$ cat config.mk
export PLATFORM = sky130hd
export DESIGN_NAME = seq_alu_flat
export DESIGN_NICKNAME = d
export VERILOG_FILES = /design/src/rtl/alu_pkg.sv /design/src/rtl/seq_alu_if.sv /design/src/rtl/seq_alu_div.sv /design/src/rtl/seq_alu.sv /design/src/flat_wrapper.sv
export SDC_FILE = /design/constraint.sdc
export NUM_CORES = 1
export LEC_CHECK = 0
export ABC_AREA = 1
export CORE_MARGIN = 3
export CORE_UTILIZATION = 50
export DETAILED_ROUTE_END_ITERATION = 8
export GPL_TIMING_DRIVEN = 0
export HOLD_SLACK_MARGIN = 0.08
export PLACE_DENSITY_LB_ADDON = 0.2
export SLEW_MARGIN = 10
export SYNTH_ARGS = -nofsm -noshare
export SYNTH_HDL_FRONTEND = slang
export SYNTH_HIERARCHICAL = 1
export SYNTH_SLANG_ARGS = --single-unit
$ cat constraint.sdc
create_clock -name clk -period 4.7 [get_ports clk]
set_clock_uncertainty 0.2 [all_clocks]
set_input_delay 0.705 -clock clk [delete_from_list [all_inputs] [get_ports clk]]
set_output_delay 0.705 -clock clk [all_outputs]
set_load 0.02 [all_outputs]
$ cat src/rtl/alu_pkg.sv
// Shared definitions for the sequential ALU: default opcodes and FSM state type.
package alu_pkg;

  localparam logic [7:0] OP_ADD_DEF = 8'h01;
  localparam logic [7:0] OP_SUB_DEF = 8'h02;
  localparam logic [7:0] OP_MUL_DEF = 8'h03;
  localparam logic [7:0] OP_DIV_DEF = 8'h04;

  typedef enum logic [1:0] {
    IDLE = 2'd0,
    CALC = 2'd1,
    DONE = 2'd2
  } state_t;

endpackage

$ cat src/rtl/seq_alu_if.sv
// Request/response bundle of the sequential ALU.
//
// Handshake: the requester holds i_ready high with valid operands and opcode;
// the ALU takes them on a rising edge where it is idle (busy=0). While busy=1
// i_ready is ignored, never queued. Completion is a single-cycle o_ready
// pulse; result_Hi, result_Lo and err are valid with it and hold until the
// next accepted request completes.
interface seq_alu_if #(
  parameter int BITNESS = 8
);
  logic [BITNESS-1:0] i_num_1;
  logic [BITNESS-1:0] i_num_2;
  logic [7:0]         op_code;
  logic               i_ready;
  logic               busy;
  logic [BITNESS-1:0] result_Hi;
  logic [BITNESS-1:0] result_Lo;
  logic               err;
  logic               o_ready;

  modport master (
    output i_num_1, i_num_2, op_code, i_ready,
    input  busy, result_Hi, result_Lo, err, o_ready
  );

  modport slave (
    input  i_num_1, i_num_2, op_code, i_ready,
    output busy, result_Hi, result_Lo, err, o_ready
  );
endinterface

$ cat src/rtl/seq_alu_div.sv
// Restoring unsigned divider, one quotient bit per clock.
// o_done is high during the cycle whose closing edge computes the last bit,
// so quotient/remainder are final right after that edge.
module seq_alu_div #(
  parameter int BITNESS = 8
) (
  input  logic               clk,
  input  logic               reset,
  input  logic               i_start,
  input  logic [BITNESS-1:0] i_dividend,
  input  logic [BITNESS-1:0] i_divisor,
  output logic               o_done,
  output logic [BITNESS-1:0] o_quotient,
  output logic [BITNESS-1:0] o_remainder
);
  localparam int CNT_W = $clog2(BITNESS);

  logic               r_busy;
  logic [CNT_W-1:0]   r_cnt;
  logic [BITNESS-1:0] r_quo;
  logic [BITNESS-1:0] r_rem;
  logic [BITNESS-1:0] r_div;
  logic [BITNESS:0]   w_shift;
  logic [BITNESS:0]   w_diff;
  logic               w_last;

  assign w_shift = {r_rem, r_quo[BITNESS-1]};
  assign w_diff  = w_shift - {1'b0, r_div};
  assign w_last  = (r_cnt == CNT_W'(BITNESS - 1));
  assign o_done      = r_busy && w_last;
  assign o_quotient  = r_quo;
  assign o_remainder = r_rem;

  // Load operands on start, then shift/trial-subtract/restore each cycle.
  always_ff @(posedge clk or negedge reset) begin
    if (!reset) begin
      r_busy <= 1'b0;
      r_cnt  <= '0;
      r_quo  <= '0;
      r_rem  <= '0;
      r_div  <= '0;
    end else if (i_start) begin
      r_busy <= 1'b1;
      r_cnt  <= '0;
      r_quo  <= i_dividend;
      r_rem  <= '0;
      r_div  <= i_divisor;
    end else if (r_busy) begin
      if (!w_diff[BITNESS]) begin
        r_rem <= w_diff[BITNESS-1:0];
        r_quo <= {r_quo[BITNESS-2:0], 1'b1};
      end else begin
        r_rem <= w_shift[BITNESS-1:0];
        r_quo <= {r_quo[BITNESS-2:0], 1'b0};
      end
      r_cnt <= r_cnt + 1'b1;
      if (w_last) r_busy <= 1'b0;
    end
  end
endmodule

$ cat src/rtl/seq_alu.sv
// Sequential ALU: add/sub in one pass, iterative shift-add multiply and
// (optionally) restoring divide. Define SEQ_ALU_DIV_EN to build the divider;
// without it OP_DIV is handled as an unknown opcode.
module seq_alu
  import alu_pkg::*;
#(
  parameter int         BITNESS = 8,
  parameter logic [7:0] OP_ADD  = OP_ADD_DEF,
  parameter logic [7:0] OP_SUB  = OP_SUB_DEF,
  parameter logic [7:0] OP_MUL  = OP_MUL_DEF,
  parameter logic [7:0] OP_DIV  = OP_DIV_DEF
) (
  input  logic       clk,
  input  logic       reset,
  seq_alu_if.slave   bus,
  output state_t     o_dbg_state
);
  localparam int CNT_W = $clog2(BITNESS);

  state_t             r_state;
  logic               r_busy;
  logic               r_o_ready;
  logic               r_err_out;
  logic [BITNESS-1:0] r_res_hi;
  logic [BITNESS-1:0] r_res_lo;
  logic [BITNESS-1:0] r_hi;
  logic [BITNESS-1:0] r_lo;
  logic [BITNESS-1:0] r_b;
  logic               r_err;
  logic               r_is_div;
  logic [CNT_W-1:0]   r_cnt;

  logic [BITNESS:0]   w_add;
  logic [BITNESS:0]   w_sub;
  logic [BITNESS:0]   w_mul_sum;
  logic               w_calc_last;
  logic               w_div_done;
  logic [BITNESS-1:0] w_quo;
  logic [BITNESS-1:0] w_rem;

  assign w_add     = {1'b0, bus.i_num_1} + {1'b0, bus.i_num_2};
  assign w_sub     = {1'b0, bus.i_num_1} - {1'b0, bus.i_num_2};
  assign w_mul_sum = {1'b0, r_hi} + (r_lo[0] ? {1'b0, r_b} : '0);
  assign w_calc_last = r_is_div ? w_div_done : (r_cnt == CNT_W'(BITNESS - 1));

`ifdef SEQ_ALU_DIV_EN
  logic w_div_start;
  assign w_div_start = (r_state == IDLE) && bus.i_ready &&
                       (bus.op_code == OP_DIV) && (bus.i_num_2 != '0);

  seq_alu_div #(.BITNESS(BITNESS)) u_div (
    .clk         (clk),
    .reset       (reset),
    .i_start     (w_div_start),
    .i_dividend  (bus.i_num_1),
    .i_divisor   (bus.i_num_2),
    .o_done      (w_div_done),
    .o_quotient  (w_quo),
    .o_remainder (w_rem)
  );
`else
  assign w_div_done = 1'b0;
  assign w_quo      = '0;
  assign w_rem      = '0;
`endif

  assign bus.busy      = r_busy;
  assign bus.o_ready   = r_o_ready;
  assign bus.err       = r_err_out;
  assign bus.result_Hi = r_res_hi;
  assign bus.result_Lo = r_res_lo;
  assign o_dbg_state   = r_state;

  // Control FSM with registered outputs; the multiplier iterates inline in CALC.
  always_ff @(posedge clk or negedge reset) begin
    if (!reset) begin
      r_state   <= IDLE;
      r_busy    <= 1'b0;
      r_o_ready <= 1'b0;
      r_err_out <= 1'b0;
      r_res_hi  <= '0;
      r_res_lo  <= '0;
      r_hi      <= '0;
      r_lo      <= '0;
      r_b       <= '0;
      r_err     <= 1'b0;
      r_is_div  <= 1'b0;
      r_cnt     <= '0;
    end else begin
      r_o_ready <= 1'b0;
      case (r_state)
        IDLE: begin
          if (bus.i_ready) begin
            r_busy   <= 1'b1;
            r_cnt    <= '0;
            r_b      <= bus.i_num_2;
            r_is_div <= 1'b0;
            r_err    <= 1'b0;
            r_state  <= DONE;
            case (bus.op_code)
              OP_ADD: begin
                r_hi <= {{(BITNESS-1){1'b0}}, w_add[BITNESS]};
                r_lo <= w_add[BITNESS-1:0];
              end
              OP_SUB: begin
                r_hi <= {BITNESS{w_sub[BITNESS]}};
                r_lo <= w_sub[BITNESS-1:0];
              end
              OP_MUL: begin
                r_hi    <= '0;
                r_lo    <= bus.i_num_1;
                r_state <= CALC;
              end
              OP_DIV: begin
`ifdef SEQ_ALU_DIV_EN
                if (bus.i_num_2 == '0) begin
                  r_hi  <= '1;
                  r_lo  <= bus.i_num_1;
                  r_err <= 1'b1;
                end else begin
                  r_is_div <= 1'b1;
                  r_state  <= CALC;
                end
`else
                r_hi  <= '0;
                r_lo  <= '0;
                r_err <= 1'b1;
`endif
              end
              default: begin
                r_hi  <= '0;
                r_lo  <= '0;
                r_err <= 1'b1;
              end
            endcase
          end
        end
        CALC: begin
          if (!r_is_div) begin
            r_hi <= w_mul_sum[BITNESS:1];
            r_lo <= {w_mul_sum[0], r_lo[BITNESS-1:1]};
          end
          r_cnt <= r_cnt + 1'b1;
          if (w_calc_last) r_state <= DONE;
        end
        DONE: begin
          r_state   <= IDLE;
          r_busy    <= 1'b0;
          r_o_ready <= 1'b1;
          r_err_out <= r_err;
          r_res_hi  <= r_is_div ? w_quo : r_hi;
          r_res_lo  <= r_is_div ? w_rem : r_lo;
        end
        default: begin
          r_state <= IDLE;
          r_busy  <= 1'b0;
        end
      endcase
    end
  end
endmodule

$ cat src/flat_wrapper.sv
// flat-port wrapper written by rule: the top's interface ports become plain ports
module seq_alu_flat import alu_pkg::*;
#(
  parameter int         BITNESS = 8,
  parameter logic [7:0] OP_ADD  = OP_ADD_DEF,
  parameter logic [7:0] OP_SUB  = OP_SUB_DEF,
  parameter logic [7:0] OP_MUL  = OP_MUL_DEF,
  parameter logic [7:0] OP_DIV  = OP_DIV_DEF
)
  (clk, reset, o_dbg_state, bus_i_num_1, bus_i_num_2, bus_op_code, bus_i_ready, bus_busy, bus_result_Hi, bus_result_Lo, bus_err, bus_o_ready);
  seq_alu_if #(.BITNESS(BITNESS)) bus_i ();
  input  logic clk;
  input  logic reset;
  output state_t o_dbg_state;
  input wire logic [$bits(bus_i.i_num_1)-1:0] bus_i_num_1;
  input wire logic [$bits(bus_i.i_num_2)-1:0] bus_i_num_2;
  input wire logic [$bits(bus_i.op_code)-1:0] bus_op_code;
  input wire logic [$bits(bus_i.i_ready)-1:0] bus_i_ready;
  output wire logic [$bits(bus_i.busy)-1:0] bus_busy;
  output wire logic [$bits(bus_i.result_Hi)-1:0] bus_result_Hi;
  output wire logic [$bits(bus_i.result_Lo)-1:0] bus_result_Lo;
  output wire logic [$bits(bus_i.err)-1:0] bus_err;
  output wire logic [$bits(bus_i.o_ready)-1:0] bus_o_ready;
  assign bus_i.i_num_1 = bus_i_num_1;
  assign bus_i.i_num_2 = bus_i_num_2;
  assign bus_i.op_code = bus_op_code;
  assign bus_i.i_ready = bus_i_ready;
  assign bus_busy = bus_i.busy;
  assign bus_result_Hi = bus_i.result_Hi;
  assign bus_result_Lo = bus_i.result_Lo;
  assign bus_err = bus_i.err;
  assign bus_o_ready = bus_i.o_ready;
  seq_alu #(.BITNESS(BITNESS), .OP_ADD(OP_ADD), .OP_SUB(OP_SUB), .OP_MUL(OP_MUL), .OP_DIV(OP_DIV)) u_core (.clk(clk), .reset(reset), .bus(bus_i), .o_dbg_state(o_dbg_state));
endmodule
== Word-level counts from Yosys, hierarchy flattened ==
Index checks and enable logic that the tools add are counted.

* Logic and storage cells: 48
* Output and inout bits: 21
* Bits of input ports: 27
* Register bits: 49

* Equality and inequality tests: 8
* $add $sub $neg: 4
* Multiplexer cells: 17
* Bitwise gates (word level): 1
* Reductions and logical operators: 7

{| class="wikitable"
|+ Operator list
! kind !! number
|-
| 8-bit case mux with 2 select lines || 3
|-
| 8-bit two-way mux || 3
|-
| 8-bit case mux with 3 select lines || 1
|-
| 8-bit by 2-bit == test with 1-bit output, second input constant || 2
|-
| 8-bit by 8-bit adder with 9-bit output || 1
|-
| 8-bit by 9-bit adder with 9-bit output || 1
|-
| 8-bit by 8-bit subtractor with 9-bit output || 1
|-
| 8-bit by 1-bit == test with 1-bit output, second input constant || 1
|-
| 2-bit AND reduction || 4
|-
| 2-bit two-way mux || 3
|-
| 3-bit case mux with 2 select lines || 1
|-
| 2-bit case mux with 2 select lines || 1
|-
| 3-bit by 1-bit adder with 3-bit output, second input constant || 1
|-
| 3-bit == test, second input constant || 1
|-
| 1-bit two-way mux || 3
|-
| 3-bit two-way mux || 1
|-
| 3-bit OR reduction || 1
|-
| 2-bit by 1-bit == test with 1-bit output, second input constant || 1
|-
| 2-bit == test, second input constant || 1
|-
| 2-bit logical NOT || 1
|-
| 2-bit by 1-bit != test with 1-bit output, second input constant || 1
|-
| 2-bit != test, second input constant || 1
|-
| 1-bit case mux with 2 select lines || 1
|-
| 2-bit nonzero test || 1
|-
| 1-bit NOT || 1
|}

== Logic depth before layout (Yosys ltp) ==
Gate-level depths: netlist of run 1.

* Word-level depth: 4
* Gate-level depth with buffers: 15
* Gate-level depth less buffers: 15

== Least setup slack after synthesis of run 1 ==
No wires, ideal clock.

* Kind: input to register
* From: input port bus_i_num_1[0]
* To: register u_core.r_hi[6]
* Required time: 4.383 ns
* Stages: 15
* Path buffers: 0
* Library setup time: 0.117 ns
* Data arrival time: 2.089 ns
* Slack: 2.295 ns
* Cell sequence: inv_1 ha_1 fa_1 inv_1 nand2_1 nand2_1 nand3_2 nand2_1 nand2_1 nand2_1 nand2_1 nand2_2 nand2_2 nor2_1 nor2_1

* Longest elaborated chain between the ends: 4

{| class="wikitable"
|+ RTL lines
! item !! line !! text
|-
| from (decl) || flat_wrapper.sv:15 || <nowiki>input wire logic [$bits(bus_i.i_num_1)-1:0] bus_i_num_1;</nowiki>
|-
| 8-bit by 8-bit subtractor with 9-bit output || seq_alu.sv:42 || <nowiki>assign w_sub = {1'b0, bus.i_num_1} - {1'b0, bus.i_num_2};</nowiki>
|-
| 8-bit case mux with 2 select lines || seq_alu.sv:100 || <nowiki>case (bus.op_code)</nowiki>
|-
| 8-bit two-way mux || seq_alu.sv:93 || <nowiki>if (bus.i_ready) begin</nowiki>
|-
| 8-bit case mux with 2 select lines || seq_alu.sv:91 || <nowiki>case (r_state)</nowiki>
|-
| to (signal assigned) || seq_alu.sv:102 || <nowiki>r_hi <= {{(BITNESS-1){1'b0}}, w_add[BITNESS]};</nowiki>
|-
| to (signal assigned) || seq_alu.sv:106 || <nowiki>r_hi <= {BITNESS{w_sub[BITNESS]}};</nowiki>
|-
| to (signal assigned) || seq_alu.sv:140 || <nowiki>r_hi <= w_mul_sum[BITNESS:1];</nowiki>
|-
| to (decl) || seq_alu.sv:26 || <nowiki>logic [BITNESS-1:0] r_hi;</nowiki>
|}

No other way between the ends. The select of a mux whose other input is x is not followed.
A chain may end at the register's enable or synchronous reset.

== Final worst setup path of run 1 ==
* From: input port bus_i_num_1[0]
* To: register u_core.r_hi[7]

Same word-level chain as after synthesis.

==> results of run 1 <==
==> report_power, final <==
part	leakage (nW)	internal (mW)	switching, mW
logic	1.46	0.157	0.212
clock network	0.0512	0.119	0.140
registers	0.609	0.480	0.0379
==> flip-flops by register name, indices dropped and copies added (netlist names), 2 cells and up <==
register              cells
u_core/r_b                8
u_core/r_lo               8
u_core/bus.result_Lo      8
u_core/r_hi               8
u_core/bus.result_Hi      8
u_core/o_dbg_state        2
u_core/r_cnt              3
==> per-stage QoR <==
| stage | power (mW) | util (%) | hold WS, ns |
|---|---|---|---|
| after global routing | 1.23 | 63.0 | 0.309 |
| after detailed placement | 0.898 | 61.3 | 0.258 |
| after global placement | 0.885 | 61.1 | 0.253 |
| after floorplan | 0.748 | - | 0.209 |
| after CTS | 1.16 | 63.0 | 0.280 |
| final | 1.15 | 63.0 | 0.273 |
==> timing repair <==
item | CTS | global route
setup endpoints to repair | 0 | 0
hold buffers | 1 | 0
endpoints found under the hold margin | 11 | 0
==> layout by cell type (no fill, tap or decap), types with 4 or more instances in the layout <==
cell type | Yosys | layout
nand2_1 | 131 | 131
a31oi_1 | 6 | 6
buf_2 | 3 | 4
ha_1 | 27 | 27
inv_1 | 55 | 55
o21ai_0 | 24 | 24
a21oi_1 | 33 | 33
clkbuf_8 | 0 | 6
nor2_1 | 32 | 32
nand3_1 | 39 | 39
clkdlybuf4s50_1 | 0 | 46
dfrtp_1 | 49 | 49
inv_2 | 4 | 4
==> logic make-up (layout without fill, tap and decap cells) <==
| family | Yosys count | after routing | synth area share, % |
|---|---|---|---|
| fa+ha+maj | 30 | 30 | 11.9 |
| compound gates | 74 | 74 | 12.2 |
| flops | 49 | 49 | 36.5 |
| simple gates | 222 | 222 | 30.4 |
| buf+inv | 72 | 129 | 9.06 |
==> cell type report <==
cell class / instances / area, um^2 / area share [%]
Buffer: 10 / 63.8 / 1.58
Clock buffer: 6 / 82.6 / 2.04
Clock inverter: 2 / 13.8 / 0.340
Inverter: 62 / 240 / 5.94
Multi-Input combinational cell: 326 / 1830 / 45.1
Sequential cell: 49 / 1230 / 30.3
Tap cell: 77 / 96.3 / 2.38
Timing Repair Buffer: 49 / 495 / 12.3
==> worst min-delay path, delay by kind of cell (launching register included) <==
kind | cells | cell delay [ns]
simple gates | 2 | 0.09
flops | 1 | 0.35
==> how the worst min path moves through the flow <==
stage                                        from                       to  cells past startpoint
after global routing      u_core/bus.result_Lo[2]  u_core/bus.result_Lo[2]                      2
after floorplan                             reset          u_core/bus.busy                      0
final                     u_core/bus.result_Hi[2]  u_core/bus.result_Hi[2]                      2
after global placement    u_core/bus.result_Hi[3]  u_core/bus.result_Hi[3]                      2
after detailed placement  u_core/bus.result_Hi[2]  u_core/bus.result_Hi[2]                      2
after CTS                 u_core/bus.result_Hi[2]  u_core/bus.result_Hi[2]                      2
==> metal layers <==
metal | track usage, % | up-vias | share of wire, %
met4 | 4.18 | 0 | 0.90
met1 | 27.0 | 1395 | 44
met5 | 0 | - | 0
met3 | 2.26 | 7 | 3.5
li1 | - | 1562 | -
met2 | 38.6 | 58 | 51
==> results.json, run 1 <==
{
  "status": "finished clean",
  "grt_max_degree": 39,
  "crit_slowest_cell": "clkdlybuf4s50_1",
  "r2r-end": "u_core/r_hi[7]",
  "cts.repair.resized": 0,
  "post-place-ws_ns": 1.49,
  "final_cells": 581,
  "cp.required_ns": 4.69,
  "cts_buffer_depth": 2,
  "synthTopCellsByCount": "131 x nand2_1, 55 x inv_1, 49 x dfrtp_1",
  "ir_worst_vdd_mv": 0.117,
  "post_cts_buffers": 0,
  "ys_warn_count": 6,
  "vias_per_cell": 5.20,
  "synth_edf_count": 0,
  "clk_latency_ns": 0.30,
  "clk_pin_slew_ns": 0.08,
  "synth_top_cell_area_share_pct": 36.5,
  "regToRegSetupSlack_ns": 2.47,
  "critical-path-top-delay-family": "simple AND/OR/NAND/NOR gates",
  "grt_pass1_vias": 2888,
  "core_area_um2": 6420,
  "cp.depth": 16,
  "max_freq_ghz": 0.343,
  "die_x_um": 87.9,
  "syn_inst": 447,
  "setup_tns_ns": 0,
  "drtIter0Drc": 135,
  "synthTopCellsByArea": "dfrtp_1 37%, nand2_1 15%, ha_1 10%",
  "timing.final.crit_share_pct": 62.0,
  "cpPeakStageDelay_ns": 0.51,
  "cts-root-buf": "clkbuf_8",
  "rsz0062_at_grt": "no",
  "synth-seq-cells": 49,
  "synthArstFlopShare_pct": 100,
  "cts_made_buffers": 5,
  "grt.total_usage_pct": 21.1,
  "initial_core_util_pct": 52.3,
  "ys_seq_area_share_pct": 36.5,
  "r2r_start": "u_core/r_lo[0]",
  "cp-end-kind": "flip-flop",
  "final_area_um2": 4040,
  "cp_num_buf_inv": 3,
  "fillCellCount": 605,
  "routabilityCongestion": 0.856,
  "drt_first_pass_iters": 4,
  "drv_slew": 0,
  "syn-cell-area_um2": 3360,
  "portBuffers": 47,
  "cp-endpoint": "u_core/r_hi[7]",
  "cts_tree": "done",
  "finalHoldViolations": 0,
  "synth_nets": 504,
  "yosysTopAreaCell": "dfrtp_1",
  "setup_ws_ns": 1.78,
  "die_h_um": 87.9,
  "ys_types": 35,
  "slew_headroom_pct": 67.6,
  "worst_pin_slew_ns": 0.482,
  "cts_max_level": 2,
  "hp-class": "flip-flop to flip-flop",
  "top_level_ports": 48,
  "critPathMostFrequentCell": "nand2_1",
  "synthMostInstantiatedCell": "nand2_1",
  "critPathMaxFanout": 6,
  "antenna_found_initial": 0,
  "p_leak_nw": 2.12,
  "cts.sink_count": 49,
  "rows": 29,
  "avgSynthCellArea_um2": 7.51,
  "drcViolationCount": 0,
  "synth-main-ff-cell": "dfrtp_1",
  "dp_hpwl_um": 6180,
  "drive_gt1_share_pct": 7.54,
  "setup_viol": 0,
  "diodes": 0,
  "grt_pass1_wl_um": 13000,
  "cp.arrival_ns": 2.90,
  "cap_violations": 0,
  "power_density_nw_per_um2": 284,
  "worstPathCellList": "clkdlybuf4s50_1 > inv_1 > ha_1 > fa_1 > inv_1 > nand2_1 > nand2_1 > nand3_2 > nand2_1 > nand2_1 > nand2_1 > nand2_1 > nand2_2 > nand2_2 > nor2_1 > a21oi_1",
  "ant_nets": 0,
  "syn_to_final_growth_pct": 20.5,
  "path_class": "input port to flip-flop",
  "rr_worst_depth": 11,
  "vias": 3022,
  "placed_cell_area_um2": 3940,
  "wirelength_um": 7550,
  "wl_per_cell_um": 13.0,
  "final_nets": 560,
  "dp.cells": 572,
  "finalCriticalPeriod_ns": 2.92,
  "cp-startpoint": "bus_i_num_1[0]",
  "cp-start-kind": "input port",
  "dieArea_um2": 7730,
  "gr-total-overflow": 0
}
No activity file was read; power rests on OpenSTA's default activity.
==> run 2: changes to the inputs <==
==> constraint.sdc (replaced) <==
create_clock -name clk -period 2.5 [get_ports clk]
set_clock_uncertainty 0.2 [all_clocks]
set_input_delay 0.375 -clock clk [delete_from_list [all_inputs] [get_ports clk]]
set_output_delay 0.375 -clock clk [all_outputs]
set_load 0.02 [all_outputs]
==> run 2 against run 1 <==
Against the previous run: non-clock buffer count up 2; first-iteration DRC count grew 8.1%; total power up 88%; critical endpoint is now u_core/r_hi[4]; combinational power is 88% higher; sequential share of layout area is 0.24 points lower; global-route usage barely moved; hold slack got worse by 0.091 ns; via count increased by 0.69%; critical path depth decreased by 4; die area unchanged; register-to-register slack got worse by 2.2 ns; core utilization grew 0.51 points.
==> results.json, run 2 (synthesis gave the netlist of run 1 again) <==
{
  "layout_common_cells": "130 x nand2_1, 55 x inv_1, 49 x dfrtp_1",
  "drcViolationCount": 0,
  "initial_core_util_pct": 52.3,
  "finalHoldViolations": 0,
  "diodes": 0,
  "setup_viol": 0,
  "post-place-ws_ns": -0.380,
  "cts_made_buffers": 5,
  "grt_max_degree": 39,
  "final_nets": 562,
  "whs_ns": 0.182,
  "top_level_ports": 48,
  "regToRegSetupSlack_ns": 0.27,
  "syn_to_final_growth_pct": 21.5,
  "cp-start-kind": "input port",
  "max_freq_ghz": 0.437,
  "drv_slew": 0,
  "ir_worst_vdd_mv": 0.219,
  "fin_total_pwr_mw": 2.16,
  "min_to": "u_core/r_b[0]",
  "utilization_pct": 63.5,
  "cts_tree": "done",
  "holdPathStages": 3,
  "portBuffers": 47,
  "dieArea_um2": 7730,
  "p_leak_nw": 2.15,
  "clk_latency_ns": 0.30,
  "power_density_nw_per_um2": 530,
  "cts_buffer_depth": 2,
  "wl_per_cell_um": 13.0,
  "worstPathCellList": "clkdlybuf4s50_1 > inv_1 > ha_2 > or2_4 > nand3_2 > nand2_1 > nand2_1 > nand2_1 > nand2_1 > nand2_2 > buf_4 > a31oi_1",
  "hp-class": "input port to flip-flop",
  "slew_headroom_pct": 67.4,
  "cts-root-buf": "clkbuf_8",
  "core_area_um2": 6420,
  "antenna_found_initial": 0,
  "drtIter0Drc": 146,
  "fillCellCount": 604,
  "grtUsageMet3_pct": 2.26,
  "vias_per_cell": 5.22,
  "status": "finished clean",
  "die_x_um": 87.9,
  "wirelength_um": 7600,
  "ant_nets": 0,
  "cts.sink_count": 49,
  "grt_pass1_vias": 2912,
  "setup_ws_ns": 0.212,
  "layout_commonest_cell": "nand2_1",
  "cts_max_level": 2,
  "final_area_um2": 4080,
  "dp_hpwl_um": 6180,
  "placed_cell_area_um2": 3940,
  "r2r-end": "u_core/r_hi[5]",
  "rows": 29,
  "r2r_start": "u_core/r_lo[0]",
  "crit_slowest_cell": "clkdlybuf4s50_1",
  "gr-total-overflow": 0,
  "grt_util_met2_pct": 38.6,
  "timing.final.crit_share_pct": 91.5,
  "cp.required_ns": 2.52,
  "met1_usage_pct": 26.9,
  "critPathMostFrequentCell": "nand2_1",
  "path_class": "input port to flip-flop",
  "critPathMaxFanout": 8,
  "vias": 3043,
  "rr_worst_depth": 10,
  "grt.total_usage_pct": 21.2,
  "die_h_um": 87.9,
  "cpPeakStageDelay_ns": 0.48,
  "cp.arrival_ns": 2.31,
  "drive_gt1_share_pct": 8.70,
  "grt_pass1_wl_um": 13100,
  "cp_num_buf_inv": 3,
  "routabilityCongestion": 0.856,
  "critical-path-top-delay-family": "simple AND/OR/NAND/NOR gates",
  "finalCriticalPeriod_ns": 2.29,
  "gr-max-usage-layer": "met2",
  "min_from": "bus_i_num_2[0]",
  "clk_pin_slew_ns": 0.09,
  "cap_violations": 0,
  "cp-end-kind": "flip-flop",
  "worst_pin_slew_ns": 0.486,
  "drt_first_pass_iters": 4
}
## run 2: changes by cell type in the layout (fill, tap and decap cells not counted)
cell / previous run / this run
buf_4: 2 / 4
nand2_1: 131 / 130
nor2_2: 1 / 2
dlymetal6s2s_1: 0 / 3
ha_2: 0 / 2
nand2_2: 3 / 4
clkdlybuf4s50_1: 46 / 43
nor2_1: 32 / 31
ha_1: 27 / 25
## run 2: what timing repair did
item | CTS | global route
hold buffers | 1 | 0
pin swaps | 0 | 0
endpoints found under the hold margin | 49 | 0
gates resized for setup | 2 | 5
endpoints found under the setup margin | 2 | 9
buffers inserted | 2 | 0
gates cloned | 0 | 0
## run 2: where the power goes
part | internal [mW] | switching [mW] | leakage (nW) | total (mW)
Clock | 0.225 | 0.265 | 0.0512 | 0.490
Combinational | 0.297 | 0.400 | 1.49 | 0.697
Sequential | 0.903 | 0.0712 | 0.609 | 0.974
## run 2: tightest hold or removal path: cells and delay by family
| kind | cells | cell delay, ns |
|---|---|---|
| and+or+nand+nor | 2 | 0.13 |
| buffers and inverters | 1 | 0.16 |
## run 2: worst max-delay path by stage
stage / start / to / slack [ns] / cells past startpoint
after detailed placement: bus_i_num_1[0] / u_core/r_hi[7] / -0.38 / 16
after floorplan: bus_i_num_1[0] / u_core/r_hi[6] / 0.42 / 15
final: bus_i_num_2[3] / u_core/r_hi[4] / 0.21 / 12
after global routing: bus_i_num_2[3] / u_core/r_hi[4] / -0.004 / 12
after global placement: reset / u_core/r_b[7] / -0.48 / 1
after CTS: bus_i_num_1[0] / u_core/r_hi[7] / 0.01 / 16
## run 2: area by class of cell
class | count | area [um^2] | area share, %
Sequential cell | 49 | 1230 | 30.1
Inverter | 62 | 240 | 5.89
Clock inverter | 2 | 13.8 | 0.338
Multi-Input combinational cell | 326 | 1840 | 45.0
Tap cell | 77 | 96.3 | 2.36
Buffer | 10 | 63.8 | 1.57
Clock buffer | 6 | 82.6 | 2.03
Timing Repair Buffer | 51 | 518 | 12.7
## run 2: per-layer routing
metal	vias to the layer above	wire (um)	share of wire, %
met5	-	0	0
met4	0	54	0.71
met3	5	287	3.8
met2	66	3900	51
met1	1404	3370	44
li1	1568	-	-
## run 2: metrics by stage
| step | instances | TNS [ns] |
|---|---|---|
| 3_3_place_gp | 571 | -25.85 |
| 4_1_cts | 583 | 0 |
| 5_1_grt | 583 | -0.00413 |
| 6_report | 583 | 0 |
| 2_1_floorplan | 447 | 0 |
| 3_5_place_dp | 572 | -2.50 |
==> RTL edit 1, RTL diff (settings of run 2) <==
`BITNESS` is set to 8 in 3 places; all go to 16.
--- a/src/rtl/seq_alu_if.sv
+++ b/src/rtl/seq_alu_if.sv
@@ -6,7 +6,7 @@
 // pulse; result_Hi, result_Lo and err are valid with it and hold until the
 // next accepted request completes.
 interface seq_alu_if #(
-  parameter int BITNESS = 8
+  parameter int BITNESS = 16
 );
   logic [BITNESS-1:0] i_num_1;
   logic [BITNESS-1:0] i_num_2;
--- a/src/rtl/seq_alu.sv
+++ b/src/rtl/seq_alu.sv
@@ -4,7 +4,7 @@
 module seq_alu
   import alu_pkg::*;
 #(
-  parameter int         BITNESS = 8,
+  parameter int         BITNESS = 16,
   parameter logic [7:0] OP_ADD  = OP_ADD_DEF,
   parameter logic [7:0] OP_SUB  = OP_SUB_DEF,
   parameter logic [7:0] OP_MUL  = OP_MUL_DEF,
--- a/src/flat_wrapper.sv
+++ b/src/flat_wrapper.sv
@@ -1,7 +1,7 @@
 // flat-port wrapper written by rule: the top's interface ports become plain ports
 module seq_alu_flat import alu_pkg::*;
 #(
-  parameter int         BITNESS = 8,
+  parameter int         BITNESS = 16,
   parameter logic [7:0] OP_ADD  = OP_ADD_DEF,
   parameter logic [7:0] OP_SUB  = OP_SUB_DEF,
   parameter logic [7:0] OP_MUL  = OP_MUL_DEF,
Ports: changed (resized bus_i_num_1, bus_i_num_2, bus_result_Hi and bus_result_Lo); port bits go from 48 to 80. No check against the original RTL was run, so the function may have changed too.
==> RTL edit 1 against run 2 <==
Non-clock buffer count grew 68. Setup slack lost 0.13 ns. Synthesized area grew 100%. First-iteration DRC count grew to 4.0 times the old value. Power grew 110%. Wire length grew 150%. Final area grew 110%. Sequential cell count grew 41. Critical path type unchanged. Critical endpoint is now u_core/r_hi[13]. Highest routed layer unchanged.
==> RTL edit 1: results (changes against run 2) <==
Clock tree
  – Clk sinks: 90 (+84%)
  – H-tree depth: 3 (+1)
  – CTS root buf: clkbuf_16
  – Clock-pin slew on the worst setup and hold paths: 0.07 ns (-0.02 ns)
  – Clock Latency Late Sink: 0.34 ns (+0.04 ns)

Cells and area
  – Clock buf count: 10 (+4)
  – Multi-In Gates: 754 (+130%)
  – Layout clock area frac: 0.0354 (+0.0118)
  – Sequential share of cell area: 0.262 (-0.0383)
  – Fin nets: 1219 (+120%)
  – Fill cells: 1190 (+97%)
  – Count of non-CTS buffers in the layout: 129 (+110%)
  – Non-clock buffers, area share: 0.133 (-0.00980)

Route
  – Iteration-0 DRC Markers: 583 (+300%)
  – First-pass DRT Iterations: 5 (+1)
  – Detailed Route WL: 18.9 mm (+150%)

Placement
  – DP Cell Count: 1272 (+120%)
  – IO buf count: 79 (+68%)
  – Post-DP Area: 7790 sq um (+98%)
  – DPL Wire Length: 14.6 mm (+140%)
  – Routability Congestion: 0.928 (+8.4%)

Synth
  – Most frequent cells after synthesis: 360 x nand2_1, 138 x inv_1, 92 x nand3_1
  – Seq/Total Area, Yosys: 0.333 (-0.0321)
  – Post-Synthesis Net Count: 1116 (+120%)
  – Largest cells by area after synthesis: dfrtp_1 33%, nand2_1 20%, ha_1 9.3%

Status
  – Status: finished clean

Critical path
  – Reg2Reg Depth: 15 (+5)
  – Worst Path Max Fanout: 9 (+1)
  – Flop-to-flop setup slack: 0.13 ns (-0.14 ns)

Timing
  – Hold WS: 0.175 ns (-0.00704 ns)
  – Worst slew pin tran: 0.644 ns (+0.158 ns)

Global route
  – Met1 global-route usage: 0.355 (+0.0860)
  – Largest net degree at the start of global routing: 52 (+33%)
  – Met3 Resource Use GR: 0.0387 (+0.0161)
  – Gr usage total: 0.257 (+0.0457)

Power and ir drop
  – Maximum VDD drop: 332 uV (+52%)
  – Leak: 4.51 nW (+110%)
  – Internal: 3.02 mW (+110%)

Hold path
  – Worst Hold Launch: bus_i_num_2[10]
RTL edit 1: cell types whose count changed in the layout (fill, tap and decap cells not counted), moves of 15 or more:
| cell | before | now |
|---|---|---|
| buf_4 | 4 | 20 |
| nand3_1 | 39 | 80 |
| nor2_1 | 31 | 67 |
| ha_1 | 25 | 40 |
| nand2_1 | 130 | 350 |
| clkdlybuf4s50_1 | 43 | 73 |
| inv_1 | 55 | 131 |
| dfrtp_1 | 49 | 89 |
RTL edit 1: what timing repair did:
item                                    CTS  global route
gates resized for setup                  18            91
buffers inserted                          3            14
hold buffers                              1             0
pin swaps                                 3            14
gates cloned                              1             0
endpoints found under the setup margin   23            31
hold endpoints to repair                 39             0
RTL edit 1: worst max-delay path: stages:
cell and delay, ns:
clkdlybuf4s50_1 0.48, inv_1 0.08, ha_1 0.29, buf_6 0.15, nand2_2 0.08, nand2_1 0.07, a21oi_2 0.17, nand2_2 0.10
nand2_1 0.09, nand2_1 0.09, nand2_2 0.09, nand3_4 0.09, buf_6 0.15, a31oi_2 0.17
RTL edit 1: power groups by stage:
stage	Clock, mW	Sequential, mW	Combinational, mW
3_3_place_gp	0	1.80	1.21
5_1_grt	1.44	1.81	1.51
6_report	1.37	1.79	1.36
2_1_floorplan	0	1.90	0.639
4_1_cts	1.39	1.79	1.26
3_5_place_dp	0	1.81	1.24
RTL edit 1: per-layer routing:
metal | part of all wire | routed length (um)
met1 | 0.44 | 8320
met3 | 0.077 | 1450
met4 | 0.022 | 415
met2 | 0.46 | 8750
met5 | 0 | 0
RTL edit 1: logic make-up after synthesis:
| group | share of synthesized area |
|---|---|
| buffers and inverters | 0.103 |
| DFF | 0.333 |
| adders and majority gates | 0.101 |
| and+or+nand+nor | 0.345 |
| xor gates and xnor gates | 0.00389 |
| AOI/OAI and AO/OA | 0.114 |
==> RTL edit 2, RTL diff (settings of run 2) <==
Without the edit above. Put one more register stage on the output `o_dbg_state`. The value now appears one clock later. The other outputs are not delayed to match.
--- a/src/rtl/seq_alu.sv
+++ b/src/rtl/seq_alu.sv
@@ -69,7 +69,9 @@
   assign bus.err       = r_err_out;
   assign bus.result_Hi = r_res_hi;
   assign bus.result_Lo = r_res_lo;
-  assign o_dbg_state   = r_state;
+  always_ff @(posedge clk) begin
+    o_dbg_state <= r_state;
+  end
 
   // Control FSM with registered outputs; the multiplier iterates inline in CALC.
   always_ff @(posedge clk or negedge reset) begin
Function: changed (a bounded check fails within 4 cycles, from zero or initial values and one cycle with reset low).
==> RTL edit 2 against run 2 <==
Register-to-register slack worse by 0.02 ns. Setup slack worse by 0.050 ns. Wire length is 1.9% higher. Clock power is 13% higher. Non-clock buffer count is 1 higher. Power is 5.0% lower. Final area is 1.4% higher. Sequential cell count is 2 higher. Synthesized area is 1.4% higher. Critical path depth is 1 lower. Largest cell class unchanged. Largest power group unchanged.
==> RTL edit 2: results (changes against run 2) <==
Synth
  – Netlist cell types: 40 (+14%)
  – Largest cells by area after synthesis: dfrtp_1 36%, nand2_1 16%, ha_1 9.9%
  – Xor/xnor share of the synthesized area: 0.00257 (+0.00257)
  – Adder-cell area share of the yosys netlist: 0.117 (-0.00166)
  – Post-synthesis mux area share: 0.00331 (+0.00331)
  – Synthesis warning total: 6 (unchanged)
  – Post-Synthesis Net Count: 514 (+2.0%)
  – Synth Area in Compound Gates: 0.118 (-0.00391)
  – Most frequent cells after synthesis: 149 x nand2_1, 49 x dfrtp_1, 49 x inv_1
  – Asr flop ratio synth: 0.961 (-0.0392)
  – Seq/Total Area, Yosys: 0.372 (+0.00666)

Hold path
  – Worst Hold Launch: u_core/r_state[0]
  – Hold Path Class: flip-flop to flip-flop
  – Worst Hold Path EP: u_core/o_dbg_state[0]
  – Hold Crit Depth: 0 (-3)

Status
  – Status: finished clean

Critical path
  – Worst Path Max Fanout: 6 (-2)
  – Flop-to-flop setup slack: 0.25 ns (-0.02 ns)
  – Reg2Reg Depth: 12 (+2)
  – Reg-to-reg critical path endpoint: u_core/r_hi[3]
  – RR Startpoint: u_core/r_lo[0]
  – Arrival time of the worst setup path: 2.32 ns
  – Critical Path Start: bus_i_num_1[1]

Clock tree
  – Longest Clk Path Bufs: 2 (unchanged)
  – CTS root buf: clkbuf_8
  – Clock Latency Late Sink: 0.30 ns (about the same)
  – Num CTS Buffers: 5 (unchanged)
  – H-tree depth: 2 (unchanged)
  – Clock-pin slew on the worst setup and hold paths: 0.08 ns

Global route
  – Initial antenna violation count: 0 (unchanged)
  – First-pass GRT wire length: 13.2 mm (+1.2%)
  – Gr usage total: 0.213 (+0.00135)
  – Largest net degree at the start of global routing: 37 (-5.1%)

Route
  – First-pass DRT Iterations: 6 (+2)
  – Iteration-0 DRC Markers: 223 (+53%)
  – Residual DRC: 0 (unchanged)
  – Detailed Route WL: 7.75 mm (+1.9%)
  – Via density: 5.23 (+0.27%)

Placement
  – IO buf count: 47 (unchanged)
  – DPL Wire Length: 6.13 mm (-0.71%)
  – Routability Congestion: 0.972 (+13%)

Cells and area
  – Fin nets: 570 (+1.4%)
  – Diodes inserted: 0 (unchanged)
  – Fill cells: 613 (+1.5%)
  – Share of cells above drive strength 1: 0.0953 (+0.00837)

Power and ir drop
  – Maximum VDD drop: 309 uV (+41%)
  – Leak: 2.18 nW (+1.5%)

Timing
  – Worst slew pin tran: 0.398 ns (-0.0883 ns)
[RTL edit 2: metrics by stage]
stage | hold slack (ns) | std cells | util | instance area (sq um) | setup WS (ns)
after floorplan | -0.121 | 457 | - | 3400 | 0.348
after global placement | 0.190 | 581 | 0.615 | 3970 | -0.498
after detailed placement | 0.0981 | 582 | 0.617 | 3990 | -0.253
after CTS | 0.225 | 591 | 0.635 | 4100 | 0.0453
after global routing | 0.239 | 591 | 0.640 | 4130 | 0.0449
final | 0.230 | 591 | 0.640 | 4130 | 0.162
[RTL edit 2: cell families (layout without fill, tap and decap cells)]
| family | count (synthesis) | after routing |
|---|---|---|
| buffers and inverters | 71 | 128 |
| AO/OA/AOI/OAI | 67 | 67 |
| AND/OR/NAND/NOR | 236 | 236 |
| adder cells (fa/ha/maj) | 30 | 30 |
| flip-flops | 51 | 51 |
| multiplexers | 1 | 1 |
| XOR/XNOR | 1 | 1 |
[RTL edit 2: area by class of cell]
cell class / instances / share of cell area
plain buffers: 12 / 0.0194
repair buffers: 50 / 0.123
clock buffers: 7 / 0.0185
clock inverters: 1 / 0.00727
well taps: 77 / 0.0233
inverters: 58 / 0.0527
flip-flops and latches: 51 / 0.307
multi-input cells: 335 / 0.449
[RTL edit 2: repair_timing]
action	4_1_cts	5_1_grt
gates resized for setup	0	9
hold endpoints to repair	13	0
setup endpoints to repair	0	8
setup buffers	0	1
hold buffers	1	0
[RTL edit 2: layer usage]
layer  track usage  wire, um
met4        0.0604       101
met5             0         0
met1         0.262      3420
met3        0.0298       362
met2         0.388      3860
[RTL edit 2: critical path, stage by stage]
cell and delay [ns]:
clkdlybuf4s50_1 0.52, inv_1 0.12, fa_2 0.40, inv_1 0.07
nand2_2 0.08, a21oi_4 0.16, nand4_1 0.19, nand4_4 0.16
inv_2 0.05, o21ai_1 0.11, o21ai_1 0.08
[RTL edit 2: worst max-delay path by stage]
stage | end | slack, ns | cells past startpoint
after detailed placement | u_core/r_hi[3] | -0.25 | 12
final | u_core/r_hi[3] | 0.16 | 11
after floorplan | u_core/r_hi[3] | 0.35 | 13
after CTS | u_core/r_hi[3] | 0.05 | 12
after global routing | u_core/r_hi[0] | 0.04 | 13
after global placement | u_core/r_hi[5] | -0.50 | 1
[RTL edit 2: where the power goes]
group | internal (mW) | leakage (nW) | total [mW] | switching (mW)
logic | 0.232 | 1.48 | 0.544 | 0.312
registers | 0.903 | 0.649 | 0.956 | 0.0532
clock network | 0.300 | 0.0524 | 0.552 | 0.253
